### config.mk
export PLATFORM = sky130hd
export DESIGN_NAME = joy_shift_reader
export DESIGN_NICKNAME = d
export VERILOG_FILES = /design/src/rtl/joy_pkg.sv /design/src/rtl/joy_phase_timer.sv /design/src/rtl/joy_shift_reader.sv
export SDC_FILE = /design/constraint.sdc
export NUM_CORES = 1
export LEC_CHECK = 0
export CELL_PAD_IN_SITES_DETAIL_PLACEMENT = 0
export CELL_PAD_IN_SITES_GLOBAL_PLACEMENT = 2
export CORE_UTILIZATION = 35
export CTS_CLUSTER_DIAMETER = 50
export DETAILED_ROUTE_END_ITERATION = 7
export PLACE_DENSITY = 0.81
export RECOVER_POWER = 50
export SYNTH_ARGS = -nofsm -noshare
export SYNTH_HDL_FRONTEND = slang
export SYNTH_SLANG_ARGS = --single-unit
### constraint.sdc
create_clock -name clk -period 2.65 [get_ports clk]
set_clock_uncertainty 0.15 [all_clocks]
set_input_delay 0.53 -clock clk [delete_from_list [all_inputs] [get_ports clk]]
set_output_delay 0.53 -clock clk [all_outputs]
set_load 0.02 [all_outputs]
### src/rtl/joy_pkg.sv
// Shared definitions for the two-joystick 74HC165 serial reader.
package joy_pkg;

  // Bit positions inside one joystick byte (1 = pressed).
  localparam int JOY_UP    = 7;
  localparam int JOY_DOWN  = 6;
  localparam int JOY_LEFT  = 5;
  localparam int JOY_RIGHT = 4;
  localparam int JOY_FIRE1 = 3;
  localparam int JOY_FIRE2 = 2;
  localparam int JOY_FIRE3 = 1;
  localparam int JOY_START = 0;

  // One scan of the chain carries both joysticks.
  localparam int JOY_FRAME_BITS = 16;

  // Reader FSM encoding.
  typedef enum logic [2:0] {
    ST_LOAD     = 3'd0,
    ST_SHIFT_LO = 3'd1,
    ST_SHIFT_HI = 3'd2,
    ST_UPDATE   = 3'd3,
    ST_GAP      = 3'd4
  } joy_state_e;

  // Map a raw frame (raw[k] = k-th bit shifted in, already active-high)
  // to {joy1, joy2}. Bit k lands on position 15-k, which gives
  // joy1[7-k] for k = 0..7 and joy2[15-k] for k = 8..15.
  function automatic logic [JOY_FRAME_BITS-1:0] frame_to_joy(
    input logic [JOY_FRAME_BITS-1:0] raw
  );
    logic [JOY_FRAME_BITS-1:0] res;
    res = {JOY_FRAME_BITS{1'b0}};
    for (int k = 0; k < JOY_FRAME_BITS; k++) begin
      res[JOY_FRAME_BITS-1-k] = raw[k];
    end
    return res;
  endfunction

endpackage

### src/rtl/joy_phase_timer.sv
// Loadable down-counter with terminal-count flag; times every FSM phase.
module joy_phase_timer #(
  parameter int               WIDTH = 8,
  parameter logic [WIDTH-1:0] INIT  = {WIDTH{1'b0}}
) (
  input  logic             clk,
  input  logic             rst_n,
  input  logic             load,
  input  logic [WIDTH-1:0] load_value,
  output logic             tc
);

  logic [WIDTH-1:0] count_r;

  // Reload on every phase entry, otherwise count down and hold at zero.
  always_ff @(posedge clk) begin
    if (!rst_n) begin
      count_r <= INIT;
    end else if (load) begin
      count_r <= load_value;
    end else if (count_r != {WIDTH{1'b0}}) begin
      count_r <= count_r - {{(WIDTH-1){1'b0}}, 1'b1};
    end else begin
      count_r <= count_r;
    end
  end

  assign tc = (count_r == {WIDTH{1'b0}});

endmodule

### src/rtl/joy_shift_reader.sv
// Serial reader for the two-joystick 74HC165 chain with optional
// two-frame debounce and per-scan / on-change strobes.
module joy_shift_reader
  import joy_pkg::*;
#(
  parameter int CLKDIV   = 4,
  parameter int SCAN_GAP = 64,
  parameter int DEBOUNCE = 1
) (
  input  logic       clk,
  input  logic       rst_n,
  input  logic       joy_data,
  output logic       joy_load_n,
  output logic       joy_clk,
  output logic [7:0] joy1,
  output logic [7:0] joy2,
  output logic       scan_done,
  output logic       changed
);

  localparam int TMAX = (CLKDIV > SCAN_GAP) ? CLKDIV : SCAN_GAP;
  localparam int TW   = $clog2(TMAX + 1);
  localparam logic [TW-1:0] CLKDIV_LD = TW'(CLKDIV - 1);
  localparam logic [TW-1:0] GAP_LD    = TW'(SCAN_GAP - 1);
  localparam logic          DB_EN     = (DEBOUNCE != 0);

  joy_state_e                state_r;
  logic [3:0]                bit_r;
  logic [JOY_FRAME_BITS-1:0] raw_r;
  logic [JOY_FRAME_BITS-1:0] prev_r;
  logic [JOY_FRAME_BITS-1:0] joy_r;
  logic [JOY_FRAME_BITS-1:0] new_joy_s;
  logic                      joy_load_n_r;
  logic                      joy_clk_r;
  logic                      scan_done_r;
  logic                      changed_r;
  logic                      accept_s;
  logic                      timer_load_s;
  logic [TW-1:0]             timer_value_s;
  logic                      timer_tc_s;

  joy_phase_timer #(
    .WIDTH (TW),
    .INIT  (CLKDIV_LD)
  ) u_timer (
    .clk        (clk),
    .rst_n      (rst_n),
    .load       (timer_load_s),
    .load_value (timer_value_s),
    .tc         (timer_tc_s)
  );

  // A frame is accepted when debounce is off or it repeats the previous one.
  assign accept_s  = !DB_EN || (raw_r == prev_r);
  assign new_joy_s = frame_to_joy(raw_r);

  // Reload the phase timer on each state entry with that state's length.
  always_comb begin
    timer_load_s  = 1'b0;
    timer_value_s = CLKDIV_LD;
    case (state_r)
      ST_LOAD, ST_SHIFT_LO, ST_SHIFT_HI, ST_GAP: begin
        timer_load_s  = timer_tc_s;
        timer_value_s = CLKDIV_LD;
      end
      ST_UPDATE: begin
        timer_load_s  = 1'b1;
        timer_value_s = GAP_LD;
      end
      default: begin
        timer_load_s  = 1'b1;
        timer_value_s = CLKDIV_LD;
      end
    endcase
  end

  // Scan FSM: sequencing, bit capture, debounce/update and registered outputs.
  always_ff @(posedge clk) begin
    if (!rst_n) begin
      state_r      <= ST_LOAD;
      bit_r        <= 4'd0;
      raw_r        <= {JOY_FRAME_BITS{1'b0}};
      prev_r       <= {JOY_FRAME_BITS{1'b0}};
      joy_r        <= {JOY_FRAME_BITS{1'b0}};
      joy_load_n_r <= 1'b1;
      joy_clk_r    <= 1'b0;
      scan_done_r  <= 1'b0;
      changed_r    <= 1'b0;
    end else begin
      // Chain strobes follow the current state one cycle later.
      joy_load_n_r <= (state_r != ST_LOAD);
      joy_clk_r    <= (state_r == ST_SHIFT_HI);
      scan_done_r  <= 1'b0;
      changed_r    <= 1'b0;
      case (state_r)
        ST_LOAD: begin
          if (timer_tc_s) begin
            state_r <= ST_SHIFT_LO;
            bit_r   <= 4'd0;
          end
        end
        ST_SHIFT_LO: begin
          if (timer_tc_s) begin
            raw_r[bit_r] <= ~joy_data;
            if (bit_r == 4'd15) begin
              state_r <= ST_UPDATE;
            end else begin
              state_r <= ST_SHIFT_HI;
            end
          end
        end
        ST_SHIFT_HI: begin
          if (timer_tc_s) begin
            bit_r   <= bit_r + 4'd1;
            state_r <= ST_SHIFT_LO;
          end
        end
        ST_UPDATE: begin
          scan_done_r <= 1'b1;
          prev_r      <= raw_r;
          if (accept_s) begin
            joy_r     <= new_joy_s;
            changed_r <= (new_joy_s != joy_r);
          end
          state_r <= ST_GAP;
        end
        ST_GAP: begin
          if (timer_tc_s) begin
            state_r <= ST_LOAD;
          end
        end
        default: begin
          state_r <= ST_LOAD;
        end
      endcase
    end
  end

  assign joy_load_n = joy_load_n_r;
  assign joy_clk    = joy_clk_r;
  assign joy1       = joy_r[15:8];
  assign joy2       = joy_r[7:0];
  assign scan_done  = scan_done_r;
  assign changed    = changed_r;

endmodule

---- After elaboration in Yosys (flattened, before gate mapping) ----
Cells that the tools add are included.
cells by class
  add/sub/neg operators ................... 2
  bitwise gates (word level) .............. 1
  magnitude comparators ................... 2
  eq/ne operators ......................... 12
  multiplexer cells ....................... 16
  reduce and logical (&&, ||, !) cells .... 14
operator list
  kind                   count
  $bwmux W16             1
  $eq A16 B16 Y1         1
  $ne A16 B16 Y1         1
  $mux W7                2
  $pmux W3 S4            1
  $mux W3                3
  $reduce_and A3 Y1      3
  $mux W4                2
  $ne A2 B2 Y1 const B   4
  $pmux W4 S2            1
  $logic_not A7 Y1       1
  $reduce_bool A7 Y1     1
  $sub A7 B1 Y7 const B  1
  $eq A3 B2 Y1 const B   2
  $mux W6                1
  $lt A4 B5 Y1 const B   1
  $add A4 B1 Y4 const B  1
  $demux W1 S4           1
  $eq A4 B4 Y1 const B   1
  $ge A4 B1 Y1 const B   1
  $mux W1                4
  $reduce_and A2 Y1      2
  $reduce_bool A2 Y1     2
  $reduce_or A4 Y1       1
  8 further kinds        8
word-level totals
  bits in registers ....................... 66
  bits of input ports ..................... 3

---- Logic depth before layout (Yosys ltp) ----
Gate-level depths: netlist of the first run.
  depth in word-level cells ............... 5
  gate-level depth with buffers ........... 9

---- Modules after synthesis ----
A second synthesis of the first run with hierarchy kept.
second synthesis, totals
  cell total of the unflattened synthesis .. 356
  area total of the unflattened synthesis .. 3,103.0 um^2
modules (own cells, without submodules)
  module            area each (um^2)  instances  cells an instance
  joy_shift_reader  2,695.1           1          313
  joy_phase_timer   407.9             1          43

---- Worst setup path after synthesis of the first run ----
OpenSTA, ideal clock, no wires.
  kind .................................... reg2reg
  start ................................... register u_timer.count_r[2]
  end ..................................... register raw_r[11]
  setup time .............................. 0.132 ns
  arrival time ............................ 1.712 ns
  cell stages (with the launch flop) ...... 8
  data required time ...................... 2.368 ns
  setup slack ............................. 0.656 ns
  path buffers ............................ 2
  cell sequence ........................... dfxtp_1 > or4_4 > or2_1 > buf_2 > nor2_8 > buf_8 > nand3_1 > mux2i_1
between the ends
  longest elaborated chain between the ends .. 2
RTL lines
  element                          line                     text
  from (decl)                      joy_phase_timer.sv:13    logic [WIDTH-1:0] count_r;
  from (signal assigned)           joy_phase_timer.sv:20    count_r <= load_value;
  from (signal assigned)           joy_phase_timer.sv:22    count_r <= count_r - {{(WIDTH-1){1'b0}}, 1'b1};
  from (signal assigned)           joy_phase_timer.sv:24    count_r <= count_r;
  $logic_not A7 Y1                 joy_phase_timer.sv:28    assign tc = (count_r == {WIDTH{1'b0}});
  $reduce_and A2 Y1 (no line)      -
  to (signal assigned)             joy_shift_reader.sv:82   raw_r <= {JOY_FRAME_BITS{1'b0}};
  to (signal, indexed assignment)  joy_shift_reader.sv:104  raw_r[bit_r] <= ~joy_data;
  to (decl)                        joy_shift_reader.sv:29   logic [JOY_FRAME_BITS-1:0] raw_r;
Every way passes these cells.
A chain may end at the register's enable or synchronous reset.

---- Final worst setup path of the first run ----
  start ................................... register raw_r[5]
  end ..................................... register joy_r[15]
between the ends
  longest elaborated chain between the ends .. 2
RTL lines
  element                      line                     text
  $eq A16 B16 Y1               joy_shift_reader.sv:54   assign accept_s = !DB_EN || (raw_r == prev_r);
  $reduce_and A2 Y1 (no line)  -
  to (signal assigned)         joy_shift_reader.sv:84   joy_r <= {JOY_FRAME_BITS{1'b0}};
  to (signal assigned)         joy_shift_reader.sv:122  joy_r <= new_joy_s;
  to (decl)                    joy_shift_reader.sv:31   logic [JOY_FRAME_BITS-1:0] joy_r;
Every way passes these cells.

==> impl_metrics.yaml, run 1 <==
clock_network:
  cts_buffers: 9
  cts_tree: "yes"
  clock_insertion_delay_worst_skew_ns: 0.35
  cts_setup_buffers: 0
  clkTransAtPathRegs_ns: 0.08
  cts_hold_buf: 0
  clock-root-buffer: "clkbuf_8"
  cts_sinks: 66
  clockBufferDepth: 2
  cts_resized: 0
  ctsHtreeMaxLevel: 3
drt:
  wl_met2_um: 3255
  top_layer_used: "met4"
  final_antenna_net_count: 0
  route.met3.wl_um: 168
  num_vias: 2448
  wl_met1_um: 3714
  vias_per_cell: 4.996
  drc: 0
  dr.pass1.iters: 4
  drt_iter0_drc: 180
  avgRoutedWirePerCell_um: 14.82
  wirelength_um: 7264
global_route:
  grt_pass1_vias: 2359
  grt_max_degree: 20
  overflow: 0
  grtUsageTotal_pct: 18.08
  antenna_found_initial: 0
  grt_pass1_wl_um: 12200
floorplan:
  initial_utilization_pct: 36.48
  die-width_um: 95.01
  fp.dieH_um: 95.01
  dieArea_sq_mm: 0.009027
  rows: 33
  io_pins: 23
  core_sq_mm: 0.008299
pwr:
  power_mw: 2.052
  p_leak_nw: 1.402
  ir_drop_v: 0.0002827
  power_per_cell_area_mw_per_mm2: 569.7
timing:
  finalCriticalPeriod_ns: 2.216
  setup_ws_ns: 0.4340
  fmax_ghz: 0.4513
  slew_headroom_pct: 49.34
  rsz0062_at_grt: "no"
  timing.setup.tns_ns: 0
  fin_crit_sh_pct: 83.62
  drv_slew: 0
  setup_viol: 0
  timing.final.hold_violations: 0
  worst-slew-pin-transition_ns: 0.7575
min_path:
  holdCritPathClass: "flip-flop to flip-flop"
synthesis:
  yosys_warnings: 0
  synth.area.top_cells: "dfxtp_1, xnor2_1, nand2_1, a21oi_1, nand3_1"
  seq_area_frac_synth_pct: 43.64
  yosysTopAreaCell: "dfxtp_1"
  synth_area_per_cell_sq_um: 8.578
  netlist_instances: 353
  yosysTopAreaCellShare_pct: 43.64
  ys_ff_latch: 66
  synth_area_sq_mm: 0.003028
  postSynthNetCount: 362
  ys_types: 37
cells_and_area:
  nets: 389
  seq_area_sq_mm: 0.001321
  insertedDiodeCount: 0
  final_area_sq_mm: 0.003601
  area_delta_synth_final_pct: 18.93
  drive_gt1_share_pct: 9.091
  nFillCells: 840
  multi_input_area_sq_mm: 0.001583
job:
  cap_violations: 0
critical_path:
  worst-setup-path-type: "flip-flop to flip-flop"
  start_kind: "flip-flop"
  slowest_delay_ns: 0.50
  crit_slowest_cell: "nor4_1"
  required_ns: 2.73
  arrival_ns: 2.30
  crit_fanout: 17
  cp-end-kind: "flip-flop"
  crit_chain: "xor2_1 > nor4_1 > nand4bb_1 > clkbuf_1 > o21ai_0 > a21oi_1"
place:
  portBuffers: 22
  placed_cell_area_sq_mm: 0.003395
  pre_cts_ws_ns: 0.5353
  detailed_place_hpwl_um: 5042
  gp_congestion: 0.7426
run_status:
  status: "finished, final reports clean"
synthesized netlist by cell type:
| library cell | instances |
|---|---|
| nor4_1 | 5 |
| or2_2 | 1 |
| and3b_1 | 2 |
| inv_2 | 1 |
| or2_1 | 1 |
| buf_2 | 3 |
| buf_8 | 1 |
| nor2_8 | 1 |
| dfxtp_1 | 66 |
| nand3_1 | 35 |
| nand2_1 | 60 |
| nand4b_1 | 1 |
| a21o_1 | 1 |
| a211oi_1 | 1 |
| and4bb_2 | 2 |
| nor3_1 | 2 |
| mux2_2 | 1 |
| xnor2_1 | 27 |
| buf_1 | 1 |
| nor4b_1 | 2 |
| inv_1 | 7 |
| or4_4 | 1 |
| ha_1 | 6 |
| o21ai_0 | 22 |
| and4b_1 | 1 |
| a21oi_1 | 38 |
| nor3_2 | 1 |
| xor2_1 | 10 |
| nand4_1 | 5 |
| nor2_1 | 8 |
| o211ai_1 | 1 |
| mux2i_1 | 16 |
| clkbuf_1 | 15 |
| nand4bb_1 | 1 |
| nand2b_1 | 3 |
| nand3b_1 | 2 |
| or3_1 | 2 |
cell families after synthesis:
logic type      count (synthesis)  share of synthesized area [%]
mux                            17                          5.661
simple gates                  136                          22.89
xor+xnor                       37                          10.70
flops                          66                          43.64
fa+ha+maj                       6                          2.479
compound gates                 63                          10.66
buf+inv                        28                          3.966
cells in the final DEF, fill, tap and decap left out, types with 3 or more instances in the layout:
cell             count
buf_4               12
o21ai_0             22
nor4_1               5
mux2i_1             16
a21oi_1             38
nand4_1              5
dfxtp_1             66
ha_1                 6
nand2b_1             3
inv_1                7
xnor2_1             27
nand3_1             35
dlygate4sd3_1       15
xor2_1              10
nand2_1             60
clkdlybuf4s50_1      7
clkbuf_8             9
nor2_1               8
per-layer routing:
| layer | track usage (%) | vias up |
|---|---|---|
| li1 | - | 1265 |
| met1 | 24.99 | 1148 |
| met2 | 27.16 | 23 |
| met3 | 4.067 | 12 |
| met4 | 7.197 | 0 |
| met5 | 0 | - |
worst max-delay path: cells and delay by family, from the launching register on:
kind | cells | cell delay [ns]
XOR/XNOR | 1 | 0.18
flip-flops | 1 | 0.39
AO/OA/AOI/OAI | 2 | 0.35
buffers and inverters | 1 | 0.34
AND/OR/NAND/NOR | 2 | 0.67
report_power, final:
group | internal, mW | leakage, nW | switching, mW
logic | 0.0363 | 0.765 | 0.0614
registers | 1.01 | 0.533 | 0.0151
clock network | 0.527 | 0.105 | 0.406
final timing paths:
| path | startpoint | endpoint | slack [ns] | cells after the start |
|---|---|---|---|---|
| max | raw_r[5] | joy_r[15] | 0.43 | 6 |
| min | u_timer.count_r[0] | u_timer.count_r[0] | 0.28 | 1 |
| max reg2reg | raw_r[5] | joy_r[15] | 0.43 | 6 |
| min reg2reg | u_timer.count_r[0] | u_timer.count_r[0] | 0.28 | 1 |
sequential cells by signal (all words and copies together), names as in the netlist:
register,cells
u_timer.count_r,7
state_r,3
raw_r,16
bit_r,4
joy_load_n,1
joy_clk,1
joy_r,16
prev_r,16
changed,1
scan_done,1
metrics by stage:
stage	hold slack [ns]	cells	utilization [%]
after floorplan	0.2343	353	-
after global placement	0.2656	474	40.90
after detailed placement	0.2666	474	40.90
after CTS	0.2845	490	43.52
after global routing	0.3150	490	43.39
final	0.2812	490	43.39
final cells by class:
class	count	area share, %
clock buffer	9	3.440
clock inverter	7	2.606
inverter	8	0.8339
multi-input combinational	259	43.95
sequential	66	36.69
tap	105	3.648
timing repair buffer	36	8.826
Power figures use the tool's default switching activity.
==> run 2, diff against run 1 <==
--- a/config.mk
+++ b/config.mk
@@ -7,10 +7,10 @@
 export LEC_CHECK = 0
 export CELL_PAD_IN_SITES_DETAIL_PLACEMENT = 0
 export CELL_PAD_IN_SITES_GLOBAL_PLACEMENT = 2
-export CORE_UTILIZATION = 35
+export CORE_UTILIZATION = 32
 export CTS_CLUSTER_DIAMETER = 50
 export DETAILED_ROUTE_END_ITERATION = 7
-export PLACE_DENSITY = 0.81
+export PLACE_DENSITY = 0.78
 export RECOVER_POWER = 50
 export SYNTH_ARGS = -nofsm -noshare
 export SYNTH_HDL_FRONTEND = slang
==> constraint.sdc (replaced) <==
create_clock -name clk -period 2 [get_ports clk]
set_clock_uncertainty 0.15 [all_clocks]
set_input_delay 0.4 -clock clk [delete_from_list [all_inputs] [get_ports clk]]
set_output_delay 0.4 -clock clk [all_outputs]
set_load 0.02 [all_outputs]
==> run 2 against run 1 <==
  * Power grew 47%
  * Cell count grew 6.1%
  * Worst hold slack lost 0.0076 ns
  * Die area grew 9.2%
  * Sequential cell count is the same
  * Sequential power grew 32%
  * Sequential share of layout area shrank 2.5 points
  * Wire length grew 4.1%
  * Critical endpoint is now joy1[4]
==> impl_metrics.yaml, run 2 (synthesized netlist as in run 1, its figures left out) <==
critical_path:
  worst-setup-path-type: "flip-flop to output port"
  crit_fanout: 3
  start_kind: "flip-flop"
  arrival_ns: 1.37
  crit_buf_inv: 1
  slowest_delay_ns: 0.64
  crit_slowest_cell: "clkdlybuf4s50_1"
  cp-end-kind: "output port"
  crit_chain: "clkdlybuf4s50_1"
  required_ns: 1.45
  cp_top_family: "buffers and inverters"
clock_network:
  cts_buffers: 9
  clock_insertion_delay_worst_skew_ns: 0.33
  ctsHtreeMaxLevel: 3
  cts_sinks: 66
  clock-root-buffer: "clkbuf_8"
  clkTransAtPathRegs_ns: 0.08
  cts_hold_buf: 0
  cts_tree: "yes"
  cts_setup_buffers: 0
  clockBufferDepth: 2
job:
  cap_violations: 0
floorplan:
  core_sq_mm: 0.009196
  dieArea_sq_mm: 0.009856
  initial_utilization_pct: 32.93
  rows: 35
  die-width_um: 99.28
  fp.dieH_um: 99.28
  io_pins: 23
drt:
  dr.pass1.iters: 5
  final_antenna_net_count: 0
  wl_met2_um: 3558
  vias_per_cell: 4.902
  drc: 0
  avgRoutedWirePerCell_um: 14.54
  top_layer_used: "met4"
  wl_met1_um: 3692
  drt_iter0_drc: 74
  route.met3.wl_um: 271
  num_vias: 2549
  wirelength_um: 7560
cells_and_area:
  area_delta_synth_final_pct: 27.56
  drive_gt1_share_pct: 14.91
  reg_top3: "joy_r (16), prev_r (16), raw_r (16)"
  insertedDiodeCount: 0
  nFillCells: 931
  final_cell_mix: "dfxtp_1, nand2_1, a21oi_1, nand3_1, buf_4"
  layout_commonest_cell: "dfxtp_1"
  nets: 413
timing:
  setup_ws_ns: 0.08050
  fmax_ghz: 0.5210
  timing.final.hold_violations: 0
  finalCriticalPeriod_ns: 1.920
  setup_viol: 0
  worst-slew-pin-transition_ns: 0.4089
  drv_slew: 0
  slew_headroom_pct: 72.36
  fin_crit_sh_pct: 95.98
  timing.setup.tns_ns: 0
  rsz0062_at_grt: "no"
global_route:
  grt_max_degree: 20
  grt_pass1_vias: 2512
  antenna_found_initial: 0
  overflow: 0
  grt_pass1_wl_um: 12500
  grtUsageTotal_pct: 16.22
min_path:
  holdCritPathClass: "flip-flop to flip-flop"
run_status:
  status: "finished, final reports clean"
pwr:
  switching_share_pct: 20.77
  power_frac_comb_pct: 5.6
  p_int_mw: 2.394
  pwr-share-clk_pct: 49.9
  p_seq_share_pct: 44.5
  power_per_cell_area_mw_per_mm2: 782.3
  switchingPower_uw: 627.7
  power_mw: 3.022
  p_leak_nw: 1.530
  ir_drop_v: 0.0003418
place:
  portBuffers: 22
  gp_congestion: 0.8038
  pre_cts_ws_ns: 0.01943
  detailed_place_hpwl_um: 5314
==> run 2: path summary, 6_finish.rpt <==
path                            slack (ns)            endpoint  depth (start not counted)                from
worst min-delay path                  0.27  u_timer.count_r[0]                          1  u_timer.count_r[0]
worst min register to register        0.27  u_timer.count_r[0]                          1  u_timer.count_r[0]
worst max register to register        0.09            bit_r[3]                          5  u_timer.count_r[2]
worst max-delay path                  0.08             joy1[4]                          1           joy_r[12]
==> run 2: power by group through the flow <==
stage	Sequential (mW)	Clock, mW	Combinational (mW)
finish	1.35	1.51	0.169
global route	1.35	1.60	0.187
CTS	1.35	1.55	0.173
detailed placement	1.38	0	0.170
global placement	1.38	0	0.170
floorplan	1.38	0	0.107
==> run 2: area by class of cell <==
cell class                 count  area, sq um  area share, %
clock buffer                  11        141.4          3.661
clock inverter                 5        125.1          3.239
inverter                       8        30.03         0.7775
multi-input combinational    260         1600          41.43
sequential                    66         1321          34.21
tap                          111        138.9          3.596
timing repair buffer          59        505.5          13.09
==> run 2: metrics by stage <==
stage / hold slack [ns] / instance area (sq um) / cells / util [%]
2_1_floorplan: 0.2343 / 3028 / 353 / -
3_3_place_gp: 0.2522 / 3600 / 503 / 39.14
3_5_place_dp: 0.2538 / 3600 / 503 / 39.14
4_1_cts: 0.2721 / 3869 / 519 / 42.07
5_1_grt: 0.2948 / 3862 / 520 / 42.00
6_report: 0.2736 / 3862 / 520 / 42.00
==> run 2: timing repair <==
action	in CTS	in global routing
pin swaps	0	2
resized for setup	1	0
setup endpoints to repair	1	8
gates cloned	0	1
==> run 2: metal layers <==
layer / vias to the layer above / GRT usage, %
met5: - / 0
met2: 47 / 26.92
met1: 1185 / 20.95
met4: 0 / 5.430
li1: 1315 / -
met3: 2 / 3.443
==> run 2: worst register-to-register path: stages (launching register included) <==
cell and delay [ns]:
dfxtp_1 0.31, or4_4 0.55, nor3_2 0.25, nand2_1 0.09, or3_1 0.35, a21oi_1 0.14
